`src/rtl/csi_pkg.sv`:
```
// csi_pkg: shared constants, data types and header layout for the CSI-2 packet parser.
// Latency: n/a (package only).
// Backpressure: n/a (package only).
package csi_pkg;

    // CSI-2 data identifiers (lower 6 bits of DI)
    typedef enum logic [5:0] {
        DT_FRAME_START     = 6'h00,
        DT_FRAME_END       = 6'h01,
        DT_LINE_START      = 6'h02,
        DT_LINE_END        = 6'h03,
        DT_GENERIC_SHORT_1 = 6'h08,
        DT_GENERIC_SHORT_8 = 6'h0F,
        DT_NULL            = 6'h10,
        DT_BLANKING        = 6'h11,
        DT_EMBEDDED        = 6'h12,
        DT_YUV422_8        = 6'h1E,
        DT_RGB888          = 6'h24,
        DT_RAW6            = 6'h28,
        DT_RAW7            = 6'h29,
        DT_RAW8            = 6'h2A,
        DT_RAW10           = 6'h2B,
        DT_RAW12           = 6'h2C,
        DT_RAW14           = 6'h2D
    } data_type_t;

    // Any DT at or below this value is a 4-byte short packet
    localparam logic [5:0]  SHORT_PACKET_MAX_DT = 6'h0F;

    // CRC-16-CCITT, processed LSB first, so the polynomial is used bit-reflected
    localparam logic [15:0] CRC_SEED           = 16'hFFFF;
    localparam logic [15:0] CRC_POLY_REFLECTED = 16'h8408;

    // Parser FSM state encoding
    localparam logic [1:0]  ST_HEADER   = 2'd0;
    localparam logic [1:0]  ST_PAYLOAD  = 2'd1;
    localparam logic [1:0]  ST_CHECKSUM = 2'd2;
    localparam logic [1:0]  ST_DONE     = 2'd3;

    // Held header fields as presented on the outputs
    typedef struct packed {
        logic [1:0]  vc;
        logic [5:0]  dt;
        logic [15:0] wc;
        logic [7:0]  ecc;
    } csi_header_t;

    // Advance the CRC register by one byte, LSB of the byte first
    function automatic logic [15:0] crc16_next(input logic [15:0] crc, input logic [7:0] data);
        logic [15:0] c;
        c = crc;
        for (int i = 0; i < 8; i++) begin
            if (c[0] ^ data[i]) begin
                c = (c >> 1) ^ CRC_POLY_REFLECTED;
            end else begin
                c = c >> 1;
            end
        end
        return c;
    endfunction

endpackage

```
`src/rtl/csi_crc16.sv`:
```
// csi_crc16: byte-wide CRC-16-CCITT accumulator (LSB-first, no final XOR).
// Latency: register updates on the enabling edge; crc output is the register itself.
// Backpressure: none; enable gates accumulation, seed overrides enable.
module csi_crc16
    import csi_pkg::*;
(
    input  logic        clock,
    input  logic        reset_n,
    input  logic [7:0]  data,
    input  logic        enable,
    input  logic        seed,
    output logic [15:0] crc
);

    logic [15:0] crc_q;

    // Seed takes priority so a new packet always starts from a clean register
    always_ff @(posedge clock or negedge reset_n) begin
        if (!reset_n) begin
            crc_q <= CRC_SEED;
        end else if (seed) begin
            crc_q <= CRC_SEED;
        end else if (enable) begin
            crc_q <= crc16_next(crc_q, data);
        end
    end

    assign crc = crc_q;

endmodule

```
`src/rtl/csi_packet_parser.sv`:
```
// csi_packet_parser: CSI-2 header parse, payload forward, CRC-16 footer check and PHY re-arm.
// Latency: all outputs registered, 1 cycle after the enabling byte; packet_done 2 cycles after last CRC byte.
// Backpressure: none; up to 1 byte/cycle, phy_enable gaps stall the FSM. CRC check built only with CSI_CRC_CHECK_EN.
module csi_packet_parser
    import csi_pkg::*;
(
    input  logic        clock,
    input  logic        reset_n,
    input  logic [7:0]  phy_data,
    input  logic        phy_enable,
    output logic        phy_reset,
    output logic        header_valid,
    output logic [1:0]  virtual_channel,
    output logic [5:0]  data_type,
    output logic [15:0] word_count,
    output logic [7:0]  header_ecc,
    output logic [7:0]  payload_data,
    output logic        payload_valid,
    output logic        frame_start,
    output logic        frame_end,
    output logic        line_start,
    output logic        line_end,
    output logic        packet_done,
    output logic        crc_error
);

    logic [1:0]  state_q;
    logic [1:0]  byte_cnt_q;
    logic [7:0]  di_q;
    logic [7:0]  wc_lo_q;
    logic [7:0]  wc_hi_q;
    logic [15:0] wc_cnt_q;
    logic        ck_idx_q;
    csi_header_t hdr_q;

    logic        header_last;
    logic        is_short;
    logic [15:0] hdr_wc;

    // ECC byte arriving: the first three header bytes are already in di/wc registers
    assign header_last = (state_q == ST_HEADER) && phy_enable && (byte_cnt_q == 2'd3);
    assign is_short    = (di_q[5:0] <= SHORT_PACKET_MAX_DT);
    assign hdr_wc      = {wc_hi_q, wc_lo_q};

    assign virtual_channel = hdr_q.vc;
    assign data_type       = hdr_q.dt;
    assign word_count      = hdr_q.wc;
    assign header_ecc      = hdr_q.ecc;

    // Packet FSM: header capture, payload forwarding, checksum consumption, one-cycle PHY re-arm
    always_ff @(posedge clock or negedge reset_n) begin
        if (!reset_n) begin
            state_q       <= ST_HEADER;
            byte_cnt_q    <= 2'd0;
            di_q          <= 8'd0;
            wc_lo_q       <= 8'd0;
            wc_hi_q       <= 8'd0;
            wc_cnt_q      <= 16'd0;
            ck_idx_q      <= 1'b0;
            hdr_q         <= '0;
            header_valid  <= 1'b0;
            payload_data  <= 8'd0;
            payload_valid <= 1'b0;
            frame_start   <= 1'b0;
            frame_end     <= 1'b0;
            line_start    <= 1'b0;
            line_end      <= 1'b0;
            packet_done   <= 1'b0;
            phy_reset     <= 1'b0;
        end else begin
            header_valid  <= 1'b0;
            payload_valid <= 1'b0;
            frame_start   <= 1'b0;
            frame_end     <= 1'b0;
            line_start    <= 1'b0;
            line_end      <= 1'b0;
            packet_done   <= 1'b0;
            phy_reset     <= 1'b0;

            case (state_q)
                ST_HEADER: begin
                    if (phy_enable) begin
                        case (byte_cnt_q)
                            2'd0: di_q    <= phy_data;
                            2'd1: wc_lo_q <= phy_data;
                            2'd2: wc_hi_q <= phy_data;
                            default: begin
                                hdr_q.vc     <= di_q[7:6];
                                hdr_q.dt     <= di_q[5:0];
                                hdr_q.wc     <= hdr_wc;
                                hdr_q.ecc    <= phy_data;
                                header_valid <= 1'b1;
                            end
                        endcase

                        if (header_last) begin
                            byte_cnt_q <= 2'd0;
                            if (is_short) begin
                                state_q <= ST_DONE;
                                case (di_q[5:0])
                                    DT_FRAME_START: frame_start <= 1'b1;
                                    DT_FRAME_END:   frame_end   <= 1'b1;
                                    DT_LINE_START:  line_start  <= 1'b1;
                                    DT_LINE_END:    line_end    <= 1'b1;
                                    default: ;
                                endcase
                            end else if (hdr_wc == 16'd0) begin
                                state_q <= ST_CHECKSUM;
                            end else begin
                                state_q  <= ST_PAYLOAD;
                                wc_cnt_q <= hdr_wc;
                            end
                        end else begin
                            byte_cnt_q <= byte_cnt_q + 2'd1;
                        end
                    end
                end

                ST_PAYLOAD: begin
                    if (phy_enable) begin
                        payload_data  <= phy_data;
                        payload_valid <= 1'b1;
                        // Leave on the last byte instead of decrementing to zero
                        if (wc_cnt_q == 16'd1) begin
                            wc_cnt_q <= 16'd0;
                            state_q  <= ST_CHECKSUM;
                        end else begin
                            wc_cnt_q <= wc_cnt_q - 16'd1;
                        end
                    end
                end

                ST_CHECKSUM: begin
                    if (phy_enable) begin
                        if (ck_idx_q) begin
                            ck_idx_q <= 1'b0;
                            state_q  <= ST_DONE;
                        end else begin
                            ck_idx_q <= 1'b1;
                        end
                    end
                end

                default: begin
                    // DONE: exactly one cycle, any byte presented now is dropped
                    packet_done <= 1'b1;
                    phy_reset   <= 1'b1;
                    state_q     <= ST_HEADER;
                end
            endcase
        end
    end

`ifdef CSI_CRC_CHECK_EN
    logic [15:0] crc_value;
    logic [7:0]  crc_lo_q;
    logic        crc_bad_q;
    logic        crc_seed;
    logic        crc_feed;

    // Reseed when a long header completes so zero-length packets compare against the seed
    assign crc_seed = header_last && !is_short;
    assign crc_feed = (state_q == ST_PAYLOAD) && phy_enable;

    csi_crc16 u_crc (
        .clock   (clock),
        .reset_n (reset_n),
        .data    (phy_data),
        .enable  (crc_feed),
        .seed    (crc_seed),
        .crc     (crc_value)
    );

    // Keep the received CRC low byte, then latch the verdict until DONE reports it
    always_ff @(posedge clock or negedge reset_n) begin
        if (!reset_n) begin
            crc_lo_q  <= 8'd0;
            crc_bad_q <= 1'b0;
        end else if ((state_q == ST_CHECKSUM) && phy_enable) begin
            if (ck_idx_q) begin
                crc_bad_q <= (crc_value != {phy_data, crc_lo_q});
            end else begin
                crc_lo_q <= phy_data;
            end
        end else if (state_q == ST_DONE) begin
            crc_bad_q <= 1'b0;
        end
    end

    // crc_error pulses in the same cycle as packet_done
    always_ff @(posedge clock or negedge reset_n) begin
        if (!reset_n) begin
            crc_error <= 1'b0;
        end else begin
            crc_error <= (state_q == ST_DONE) && crc_bad_q;
        end
    end
`else
    assign crc_error = 1'b0;
`endif

endmodule
```
`config.mk`:
```
export PLATFORM = sky130hd
export DESIGN_NAME = csi_packet_parser
export DESIGN_NICKNAME = d
export VERILOG_FILES = /design/src/rtl/csi_pkg.sv /design/src/rtl/csi_crc16.sv /design/src/rtl/csi_packet_parser.sv
export SDC_FILE = /design/constraint.sdc
export NUM_CORES = 1
export LEC_CHECK = 0
export CAP_MARGIN = 20
export CORE_MARGIN = 5
export CORE_UTILIZATION = 42
export CTS_CLUSTER_DIAMETER = 100
export DETAILED_ROUTE_END_ITERATION = 7
export PLACE_DENSITY = 0.65
export SLEW_MARGIN = 20
export SYNTH_ARGS = -nofsm -noshare
export SYNTH_HDL_FRONTEND = slang
export SYNTH_SLANG_ARGS = --single-unit
```
`constraint.sdc`:
```
create_clock -name clock -period 2.9 [get_ports clock]
set_clock_uncertainty 0.2 [all_clocks]
set_input_delay 0.58 -clock clock [delete_from_list [all_inputs] [get_ports clock]]
set_output_delay 0.58 -clock clock [all_outputs]
set_load 0.005 [all_outputs]
```
==> flow_summary.json <==
{
  "crit_buf_inv": 1,
  "p_total_w": 0.00537,
  "period_minus_slack_ns": 2.64,
  "grt_pass1_vias": 2859,
  "clk_pin_slew_worst_paths_ns": 0.10,
  "cts_buffers": 9,
  "whs_ns": 0.279,
  "yosysWarnings": 0,
  "finalHoldViolCount": 0,
  "fp.dieW_um": 109,
  "period_share": 0.910,
  "grt_usage": 0.156,
  "whs_path_depth": 1,
  "reg2regPathDepth": 6,
  "drc": 0,
  "path_max_fanout": 21,
  "place_hpwl_mm": 6.26,
  "final_common_cell": "dfrtp_1",
  "post-cts-setup-buffers": 0,
  "cts_tree": "yes",
  "hold_path_end": "ck_idx_q$_DFFE_PN0P_",
  "grt_max_degree": 38,
  "die_h_um": 109,
  "drtPass1Iterations": 4,
  "via_count": 2859,
  "status": "finished clean",
  "clk_latency_ns": 0.36,
  "static-leakage-power_nw": 2.25,
  "layout_common_cells": "dfrtp_1 (92), clkdlybuf4s50_1 (57), mux2_2 (53)",
  "wl_mm": 8.65,
  "clock_path_buffers": 2,
  "syn_inst": 344,
  "wire_per_inst_um": 15.9,
  "min_from": "ck_idx_q$_DFFE_PN0P_",
  "ys.flop_type": "dfrtp_1",
  "synth_fp_nets": 366,
  "synth-seq-cells": 92,
  "first_iter_violations": 102,
  "finalSetupTns_ns": 0,
  "port_buffers": 58,
  "synth.avg_cell_area_um2": 12.0,
  "p_per_area_nw_per_um2": 1050,
  "path_cells": "or4_4, or4b_4, o21ai_4, buf_12, nand2_4, mux2_4",
  "nFillCells": 848,
  "row_count": 36,
  "vias_per_cell": 5.26,
  "synth_edf_count": 0,
  "seqCellArea_um2": 2300,
  "peakVddDrop_uv": 432,
  "critPathLaunchType": "register",
  "clock-sinks": 92,
  "ctsRootBufferMaster": "clkbuf_8",
  "core_area_um2": 9680,
  "die_area_um2": 11900,
  "synthDistinctLibCells": 43,
  "initial_utilization": 0.425,
  "gp_congestion": 0.824,
  "timing.reg2reg.setup_slack_ns": 0.26,
  "syn_area_um2": 4120,
  "rsz0062_at_grt": "no",
  "antenna_found_initial": 0,
  "maxCapViolations": 0,
  "syn2layout_area_growth_pct": 23.8,
  "reg2reg_from": "wc_cnt_q[9]$_DFFE_PN0P_",
  "arrival_ns": 2.69,
  "dp.cells": 527,
  "fmax_mhz": 379,
  "cp-end-kind": "register",
  "nets": 428,
  "htree_levels": 3,
  "grt-ovfl-total": 0,
  "rr_endpoint": "state_q[1]$_DFFE_PN0P_",
  "setup_violations": 0,
  "hp-class": "reg -> reg",
  "crit_required_ns": 2.95,
  "antenna_left": 0,
  "crit_path_max_incr_delay_ns": 0.58,
  "cpMaxStageDelayCell": "or4_4",
  "num_io_pins": 60,
  "crit_family": "simple AND/OR/NAND/NOR gates",
  "grt_pass1_wl_mm": 14.3,
  "diodes": 0,
  "critPathKind": "reg -> reg",
  "slew_violations": 0,
  "async_flop_share": 1.00,
  "multiInputGateArea_um2": 1650,
  "yosysSeqAreaShare": 0.559,
  "drive_above_1_share": 0.217,
  "stdcell_count": 544
}
==> synth_stat cells, types with 5 or more instances <==
master / count / area share
inv_1: 27 / 0.025
nand2_1: 22 / 0.020
ha_1: 11 / 0.033
a22o_1: 13 / 0.028
or3_1: 5 / 0.0076
o22ai_1: 6 / 0.0091
o32ai_1: 7 / 0.015
nor3_1: 9 / 0.011
dfrtp_1: 92 / 0.56
o21ai_0: 28 / 0.034
nor2_1: 9 / 0.0082
clkbuf_1: 12 / 0.011
nor4_1: 6 / 0.0091
mux2_2: 53 / 0.14
==> cells by family (layout without fill, tap and decap cells) <==
kind of cell	Yosys count	in the layout	share of synthesized area
flops	92	92	0.559
compound gates	70	70	0.117
simple gates	70	70	0.0908
mux	55	55	0.152
buf+inv	44	111	0.0447
fa+ha+maj	11	11	0.0334
other cells	1	1	0.000910
xor+xnor	1	1	0.00213
==> final cells by class <==
| cell class | instances | share of cell area |
|---|---|---|
| clock inverters | 7 | 0.0130 |
| multi-input cells | 208 | 0.323 |
| clock buffers | 9 | 0.0243 |
| repair buffers | 68 | 0.136 |
| inverters | 27 | 0.0199 |
| flip-flops and latches | 92 | 0.452 |
| well taps | 133 | 0.0326 |
==> how the worst max path moves through the flow <==
stage                                        from                  endpoint  slack (ns)  cells after the start
after global routing      wc_cnt_q[9]$_DFFE_PN0P_  wc_cnt_q[13]$_DFFE_PN0P_        0.19                      6
after global placement    wc_cnt_q[9]$_DFFE_PN0P_    state_q[1]$_DFFE_PN0P_        0.33                      6
after CTS                 wc_cnt_q[9]$_DFFE_PN0P_    state_q[1]$_DFFE_PN0P_        0.27                      6
after detailed placement  wc_cnt_q[9]$_DFFE_PN0P_    state_q[0]$_DFFE_PN0P_        0.30                      6
after floorplan           wc_cnt_q[9]$_DFFE_PN0P_    state_q[0]$_DFFE_PN0P_        0.39                      6
final                     wc_cnt_q[9]$_DFFE_PN0P_    state_q[1]$_DFFE_PN0P_        0.26                      6
==> per-layer routing <==
metal | global-route usage | share of wire
met1 | 0.216 | 0.46
met2 | 0.232 | 0.46
met3 | 0.0491 | 0.062
met4 | 0.0532 | 0.015
met5 | 0 | 0
==> power breakdown <==
| group | switching [W] | internal (W) | leakage, nW |
|---|---|---|---|
| clock network | 0.000489 | 0.000334 | 0.0918 |
| logic | 0.000930 | 0.00131 | 1.01 |
| registers | 0.000459 | 0.00186 | 1.15 |
==> registers in the layout (all words and copies together) (netlist names), 2 cells and up <==
register	cells
wc_hi_q	8
byte_cnt_q	2
state_q	2
payload_data	8
word_count	16
wc_cnt_q	16
wc_lo_q	8
header_ecc	8
virtual_channel	2
data_type	6
di_q	8
==> what timing repair did <==
item | CTS | global route
hold buffers | 1 | 0
endpoints found under the hold margin | 34 | 0
resized for setup | 0 | 0
==> per-stage QoR <==
step,util,worst slack [ns],cell area (um^2)
final,0.526,0.262,5100
after global routing,0.526,0.194,5100
after CTS,0.526,0.274,5100
after detailed placement,0.506,0.297,4900
after global placement,0.506,0.332,4900
after floorplan,-,0.387,4120
Note: power is estimated with default switching activity, not from simulation.
